<file path="config.mk">
export PLATFORM = sky130hd
export DESIGN_NAME = lsu_mem_ctrl
export DESIGN_NICKNAME = d
export VERILOG_FILES = /design/src/rtl/lsu_pkg.sv /design/src/rtl/lsu_load_align.sv /design/src/rtl/lsu_mem_ctrl.sv
export SDC_FILE = /design/constraint.sdc
export NUM_CORES = 1
export LEC_CHECK = 0
export ABC_AREA = 1
export CAP_MARGIN = 40
export CORE_ASPECT_RATIO = 1.1
export CORE_MARGIN = 2
export CORE_UTILIZATION = 42
export CTS_CLUSTER_DIAMETER = 50
export CTS_CLUSTER_SIZE = 20
export DETAILED_ROUTE_END_ITERATION = 16
export HOLD_SLACK_MARGIN = 0.02
export PLACE_DENSITY = 0.86
export SLEW_MARGIN = 15
export SYNTH_ARGS = -nofsm -noshare
export SYNTH_HDL_FRONTEND = slang
export SYNTH_SLANG_ARGS = --single-unit
</file>
<file path="constraint.sdc">
create_clock -name clk -period 1.82 [get_ports clk]
set_clock_uncertainty 0.15 [all_clocks]
set_input_delay 0.364 -clock clk [delete_from_list [all_inputs] [get_ports clk]]
set_output_delay 0.364 -clock clk [all_outputs]
set_load 0.02 [all_outputs]
</file>
<file path="src/rtl/lsu_pkg.sv">
// Shared types and helpers for the LSU memory-stage controller.
// funct3 codes, controller state enum, legality/alignment checks.
package lsu_pkg;

   localparam logic [2:0] F3_B  = 3'b000;
   localparam logic [2:0] F3_H  = 3'b001;
   localparam logic [2:0] F3_W  = 3'b010;
   localparam logic [2:0] F3_BU = 3'b100;
   localparam logic [2:0] F3_HU = 3'b101;

   typedef enum logic [1:0] {
      IDLE,
      BUSY,
      DONE
   } lsu_state_t;

   // Stores only have signed-style codes; unsigned codes are load-only.
   function automatic logic f3_legal(
      input logic       we,
      input logic [2:0] f3
   );
      logic sz_ok;
      sz_ok = (f3 == F3_B) || (f3 == F3_H) || (f3 == F3_W);
      return we ? sz_ok
                : (sz_ok || (f3 == F3_BU) || (f3 == F3_HU));
   endfunction

   function automatic logic misaligned(
      input logic [2:0] f3,
      input logic [1:0] a
   );
      logic half;
      logic word;
      half = (f3[1:0] == 2'b01);
      word = (f3[1:0] == 2'b10);
      return (half & a[0]) | (word & (|a));
   endfunction

endpackage

</file>
<file path="src/rtl/lsu_load_align.sv">
// Load data extraction: picks byte/halfword lane and extends it.
// Ports: rdata_i raw word, a_i addr[1:0], funct3_i width code, data_o result.
module lsu_load_align
   import lsu_pkg::*;
(
   input  logic [31:0] rdata_i,
   input  logic [1:0]  a_i,
   input  logic [2:0]  funct3_i,
   output logic [31:0] data_o
);

   logic [7:0]  b;
   logic [15:0] h;

   always_comb begin
      b = rdata_i[{a_i, 3'b000} +: 8];
      h = a_i[1] ? rdata_i[31:16] : rdata_i[15:0];
      unique case (funct3_i)
         F3_B:    data_o = {{24{b[7]}}, b};
         F3_H:    data_o = {{16{h[15]}}, h};
         F3_BU:   data_o = {24'h0, b};
         F3_HU:   data_o = {16'h0, h};
         default: data_o = rdata_i;
      endcase
   end

endmodule

</file>
<file path="src/rtl/lsu_mem_ctrl.sv">
// M-stage load/store controller: req/ack to dmem, lane steering, stall.
// Inputs: M-stage access (MemReq_M, MemWE_M, funct3_M, Addr_M, WriteData_M,
//   RegWE_M, A4_M), dmem_ack/dmem_rdata. Outputs: dmem_* request bundle,
//   Stall_M, ReadData/RegWE_W/A4_W to the W side, BusErr pulse.
// Option LSU_MISALIGN_TRAP_EN: traps misaligned H/W, adds MisalignErr.
module lsu_mem_ctrl
   import lsu_pkg::*;
#(
   parameter  int TIMEOUT_CYCLES = 255,
   localparam int TO_W = $clog2(TIMEOUT_CYCLES + 1)
) (
   input  logic        clk,
   input  logic        reset,
   input  logic        MemReq_M,
   input  logic        MemWE_M,
   input  logic [2:0]  funct3_M,
   input  logic [31:0] Addr_M,
   input  logic [31:0] WriteData_M,
   input  logic        RegWE_M,
   input  logic [4:0]  A4_M,
   output logic        dmem_req,
   output logic        dmem_we,
   output logic [31:0] dmem_addr,
   output logic [3:0]  dmem_be,
   output logic [31:0] dmem_wdata,
   input  logic        dmem_ack,
   input  logic [31:0] dmem_rdata,
   output logic        Stall_M,
   output logic [31:0] ReadData,
   output logic        RegWE_W,
   output logic [4:0]  A4_W,
   output logic        BusErr
`ifdef LSU_MISALIGN_TRAP_EN
   ,
   output logic        MisalignErr
`endif
);

   localparam int CW = (TO_W < 1) ? 1 : TO_W;
   localparam logic [CW-1:0] TO_LIM = CW'(TIMEOUT_CYCLES);

   lsu_state_t  state_q, state_d;
   logic [31:0] addr_q, addr_d;
   logic [2:0]  f3_q, f3_d;
   logic        we_q, we_d;
   logic [3:0]  be_q, be_d;
   logic [31:0] wd_q, wd_d;
   logic        rwe_q, rwe_d;
   logic [4:0]  a4_q, a4_d;
   logic [CW-1:0] cnt_q, cnt_d;
   logic [31:0] rd_q, rd_d;
   logic        regwe_w_q, regwe_w_d;
   logic [4:0]  a4_w_q, a4_w_d;
   logic        buserr_q, buserr_d;
`ifdef LSU_MISALIGN_TRAP_EN
   logic        misal_q, misal_d;
`endif

   logic [3:0]  be_n;
   logic [31:0] wd_n;
   logic [31:0] ld_ext;
   logic [CW-1:0] cnt_inc;

   lsu_load_align u_align (
      .rdata_i  (dmem_rdata),
      .a_i      (addr_q[1:0]),
      .funct3_i (f3_q),
      .data_o   (ld_ext)
   );

   assign cnt_inc = cnt_q + 1'b1;

   // Lane steering from the incoming access; latched on IDLE->BUSY.
   always_comb begin
      be_n = 4'b1111;
      wd_n = WriteData_M;
      unique case (funct3_M[1:0])
         2'b00: begin
            be_n = 4'b0001 << Addr_M[1:0];
            wd_n = {4{WriteData_M[7:0]}};
         end
         2'b01: begin
            be_n = 4'b0011 << {Addr_M[1], 1'b0};
            wd_n = {2{WriteData_M[15:0]}};
         end
         default: begin
            be_n = 4'b1111;
            wd_n = WriteData_M;
         end
      endcase
   end

   always_comb begin
      state_d   = state_q;
      addr_d    = addr_q;
      f3_d      = f3_q;
      we_d      = we_q;
      be_d      = be_q;
      wd_d      = wd_q;
      rwe_d     = rwe_q;
      a4_d      = a4_q;
      cnt_d     = cnt_q;
      rd_d      = rd_q;
      regwe_w_d = 1'b0;
      a4_w_d    = 5'd0;
      buserr_d  = 1'b0;
`ifdef LSU_MISALIGN_TRAP_EN
      misal_d   = 1'b0;
`endif
      unique case (state_q)
         IDLE: begin
            if (MemReq_M) begin
               if (!f3_legal(MemWE_M, funct3_M)) begin
                  state_d  = DONE;
                  buserr_d = 1'b1;
                  a4_w_d   = A4_M;
                  rd_d     = 32'h0;
               end
`ifdef LSU_MISALIGN_TRAP_EN
               else if (misaligned(funct3_M, Addr_M[1:0])) begin
                  state_d = DONE;
                  misal_d = 1'b1;
                  a4_w_d  = A4_M;
                  rd_d    = 32'h0;
               end
`endif
               else begin
                  state_d = BUSY;
                  addr_d  = Addr_M;
                  f3_d    = funct3_M;
                  we_d    = MemWE_M;
                  be_d    = be_n;
                  wd_d    = wd_n;
                  rwe_d   = RegWE_M;
                  a4_d    = A4_M;
                  cnt_d   = '0;
               end
            end
         end
         BUSY: begin
            if (dmem_ack) begin
               state_d   = DONE;
               rd_d      = ld_ext;
               regwe_w_d = rwe_q & ~we_q;
               a4_w_d    = a4_q;
            end else if (TIMEOUT_CYCLES != 0 && cnt_inc == TO_LIM) begin
               state_d  = DONE;
               buserr_d = 1'b1;
               rd_d     = 32'h0;
               a4_w_d   = a4_q;
            end else begin
               cnt_d = cnt_inc;
            end
         end
         DONE:    state_d = IDLE;
         default: state_d = IDLE;
      endcase
   end

   always_ff @(posedge clk or negedge reset) begin
      if (!reset) begin
         state_q   <= IDLE;
         addr_q    <= 32'h0;
         f3_q      <= 3'h0;
         we_q      <= 1'b0;
         be_q      <= 4'h0;
         wd_q      <= 32'h0;
         rwe_q     <= 1'b0;
         a4_q      <= 5'd0;
         cnt_q     <= '0;
         rd_q      <= 32'h0;
         regwe_w_q <= 1'b0;
         a4_w_q    <= 5'd0;
         buserr_q  <= 1'b0;
      end else begin
         state_q   <= state_d;
         addr_q    <= addr_d;
         f3_q      <= f3_d;
         we_q      <= we_d;
         be_q      <= be_d;
         wd_q      <= wd_d;
         rwe_q     <= rwe_d;
         a4_q      <= a4_d;
         cnt_q     <= cnt_d;
         rd_q      <= rd_d;
         regwe_w_q <= regwe_w_d;
         a4_w_q    <= a4_w_d;
         buserr_q  <= buserr_d;
      end
   end

`ifdef LSU_MISALIGN_TRAP_EN
   always_ff @(posedge clk or negedge reset) begin
      if (!reset) misal_q <= 1'b0;
      else        misal_q <= misal_d;
   end
   assign MisalignErr = misal_q;
`endif

   assign dmem_req   = (state_q == BUSY);
   assign dmem_we    = dmem_req & we_q;
   assign dmem_addr  = {addr_q[31:2], 2'b00};
   assign dmem_be    = be_q;
   assign dmem_wdata = wd_q;

   assign Stall_M  = ((state_q == IDLE) & MemReq_M) | (state_q == BUSY);
   assign ReadData = rd_q;
   assign RegWE_W  = regwe_w_q;
   assign A4_W     = a4_w_q;
   assign BusErr   = buserr_q;

endmodule

</file>
==> results of run 1 <==
==> logic make-up (layout without fill, tap and decap cells) <==
family	Yosys count	count (layout)	share of synthesized area (%)
compound gates	102	102	8.588
xor+xnor	1	1	0.1339
fa+ha+maj	2	2	0.3825
buf+inv	108	360	9.067
flops	127	127	48.58
other cells	1	2	0.05733
simple gates	450	450	33.19
==> worst max-delay path: stages (launching register included) <==
cell and delay (ns):
dfrtp_1 0.42, ha_4 0.20, nand2_1 0.08, nand2_2 0.07, nor2_2 0.11, nand3_2 0.14
nor2_8 0.13, nand2_4 0.08, nand2_8 0.08, nand2_8 0.10, clkbuf_16 0.21, nand2_4 0.07
nand2_2 0.03
==> flip-flops by register name, indices dropped and copies added (netlist names) <==
signal / cells
addr_q: 32
we_q: 1
ReadData: 32
a4_q: 5
state_q: 2
dmem_wdata: 32
RegWE_W: 1
dmem_be: 4
rwe_q: 1
A4_W: 5
BusErr: 1
cnt_q: 8
f3_q: 3
==> synthesized netlist by cell type, types with 2 or more instances <==
library cell	count
inv_1	35
nor2_4	2
o21ai_1	3
nor3_1	2
nand2_1	267
inv_2	3
ha_1	2
clkbuf_1	18
a21oi_1	25
o211ai_1	6
nand4_1	2
nor2_1	47
buf_12	3
nand3_1	54
clkinv_1	2
a31oi_1	2
or2_2	5
o21bai_1	2
dfrtp_1	127
buf_4	32
nand2_2	34
nand2_8	2
buf_2	15
nand2_4	31
o21ai_0	59
==> cell usage in the layout, fill, tap and decap left out, types with 5 or more instances in the layout <==
| cell | synthesis | routed |
|---|---|---|
| clkbuf_16 | 0 | 19 |
| nand3_2 | 1 | 7 |
| nand2_4 | 31 | 36 |
| buf_4 | 32 | 56 |
| a21oi_1 | 25 | 25 |
| dfrtp_1 | 127 | 125 |
| nor2_2 | 1 | 6 |
| nand3_1 | 54 | 46 |
| nand2_2 | 34 | 38 |
| or2_2 | 5 | 5 |
| nor2_1 | 47 | 40 |
| o21ai_0 | 59 | 58 |
| o211ai_1 | 6 | 6 |
| nand2_1 | 267 | 258 |
| inv_2 | 3 | 5 |
| dlygate4sd2_1 | 0 | 105 |
| inv_1 | 35 | 32 |
| clkdlybuf4s50_1 | 0 | 108 |
| buf_12 | 3 | 9 |
==> how the worst max path moves through the flow <==
stage | cells after the start | to | startpoint | slack [ns]
6_report | 12 | ReadData[21]$_DFFE_PN0P_ | cnt_q[0]$_DFFE_PN0P_ | -0.18
5_1_grt | 12 | ReadData[1]$_DFFE_PN0P_ | cnt_q[0]$_DFFE_PN0P_ | -0.26
4_1_cts | 13 | ReadData[1]$_DFFE_PN0P_ | cnt_q[0]$_DFFE_PN0P_ | -0.08
3_5_place_dp | 9 | dmem_wdata[21]$_DFFE_PN0P_ | funct3_M[0] | -0.38
3_3_place_gp | 9 | ReadData[1]$_DFFE_PN0P_ | funct3_M[1] | -0.38
2_1_floorplan | 13 | ReadData[5]$_DFFE_PN0P_ | cnt_q[0]$_DFFE_PN0P_ | -0.02
==> layout make-up <==
type                    instances  share of cell area (%)
clock buffers                  21                   4.659
clock inverters                10                   1.393
inverters                      40                   1.582
multi-input cells             557                   29.79
flip-flops and latches        127                   32.18
well taps                     196                   2.481
repair buffers                289                   27.91
==> routing by layer <==
| layer | GRT usage, % | up-vias | wire length [µm] | part of all wire (%) |
|---|---|---|---|---|
| met4 | 10.16 | 0 | 667 | 3.4 |
| met2 | 39.26 | 331 | 9824 | 50 |
| li1 | - | 2960 | - | - |
| met3 | 6.883 | 57 | 1905 | 9.6 |
| met1 | 27.13 | 2917 | 7376 | 37 |
| met5 | 0 | - | 0 | 0 |
==> power by group through the flow <==
| stage | Clock, µW | Sequential [µW] | Combinational, µW |
|---|---|---|---|
| 2_1_floorplan | 0 | 5400 | 3080 |
| 3_3_place_gp | 0 | 4710 | 6440 |
| 3_5_place_dp | 0 | 4710 | 6580 |
| 4_1_cts | 3520 | 4680 | 5970 |
| 5_1_grt | 3650 | 4820 | 6680 |
| 6_report | 3470 | 4700 | 6180 |
==> repair_timing <==
| item | in CTS | in global routing |
|---|---|---|
| endpoints found under the hold margin | 38 | 0 |
| cloned | 0 | 2 |
| buffers inserted | 6 | 5 |
| setup endpoints to repair | 153 | 105 |
| gates resized for setup | 129 | 41 |
| hold buffers | 1 | 0 |
| pin swaps | 2 | 9 |
==> through the flow <==
step	TNS, ns	hold slack, ns
after floorplan	-0.5044	-0.08159
after global placement	-36.44	0.1505
after detailed placement	-39.40	0.1555
after CTS	-1.641	0.2855
after global routing	-8.935	0.3195
final	-5.473	0.2772
==> reports/results.ini, run 1 <==
[worst_setup_path]
worstSetupStartpointType=register
rr_endpoint=ReadData[21]$_DFFE_PN0P_
required_ns=1.98
r2r_start=cnt_q[0]$_DFFE_PN0P_
reg2regPathDepth=12
path_class=reg -> reg
rrSetupSlack_ns=-0.18
arrival_ns=2.16
cp_max_fo=7
cp-end-kind=register

[floorplan]
ios=220
die_w_um=123.0
dieArea_mm2=0.01659
core_mm2=0.01517
num_rows=47
start_util_pct=43.11
die_height_um=134.9

[power]
intPower_uw=8632
p_clk_share_pct=24.2
p_comb_share_pct=43.1
p_switching_uw=5718
power_density_mw_per_mm2=1452
power.share.switching_pct=39.85
leakage_uw=0.005175
vdd_drop_max_mv=0.7951
p_total_uw=14350
seq_power_share_pct=32.7

[sta]
rsz0062_at_grt=true
fmax_ghz=0.5002
setup_viol=44
finalHoldViolCount=0
period_minus_slack_ns=1.999
post-route-period-util_pct=109.8
fin_ws_ns=-0.1792
drv_slew=0

[cts]
path_clk_slew_ns=0.06
cts_sinks=127
h-tree-depth=4
insertion_delay_ns=0.42
cts_root_buf=clkbuf_16
cts_tree=done
clk_path_buf_depth=2
cts_buffers=17

[detailed_routing]
drtIter0Drc=595
vias=6265
ant_nets=0
vias_per_cell=5.052
wl_per_cell_um=15.95
drc=0
dr.pass1.iters=6
wirelength_um=19770

[logic_synthesis]
ys_warn_count=0
avgSynthCellArea_um2=8.270
synthesis.area_mm2=0.006541
async_flop_share_pct=100.0
synth_top_area_share_pct=48.58
synth_ff_type=dfrtp_1
synth_top_cell_by_area=dfrtp_1
synth-seq-cells=127
syn_inst=791
synth-edff-count=0
ys_types=36
synth_area_leaders=dfrtp_1 49%, nand2_1 15%, nand2_4 5.3%
synth_seq_area_share_pct=48.58

[layout]
regArea_mm2=0.003181
final_layout_size_suffix_gt1_share_pct=21.26
final_nets=1144
syn2layout_area_growth_pct=51.09
antenna_cells=0
finalInstanceArea_mm2=0.009883
fillerInstances=1226
multiInputGateArea_mm2=0.002944
utilization_pct=65.14
fin_cells=1240

[grt]
antenna_found_initial=0
track_usage_pct=23.20
grt_remaining_overflow=0
grt_pass1_wl_um=29970
first_global_vias=6122
grt_max_degree=47

[run_status]
outcome=complete, but fails checks
violations=negative setup slack

[placement]
placed_area_mm2=0.009096
dp.cells=1195
gp_congestion=0.9357
port_buffers=217
place_hpwl_um=13790
dp_slack_ns=-0.3834

[flow_run]
maxCapViolations=0

[worst_hold_path]
hold_class=in -> async

Note: power is estimated with default switching activity, not from simulation.
==> run 2, diff against run 1 <==
Settings changed: GPL_ROUTABILITY_DRIVEN from default to 1.
==> results of run 2 <==
Final layout, timing and power as in run 1 (identical DEF).
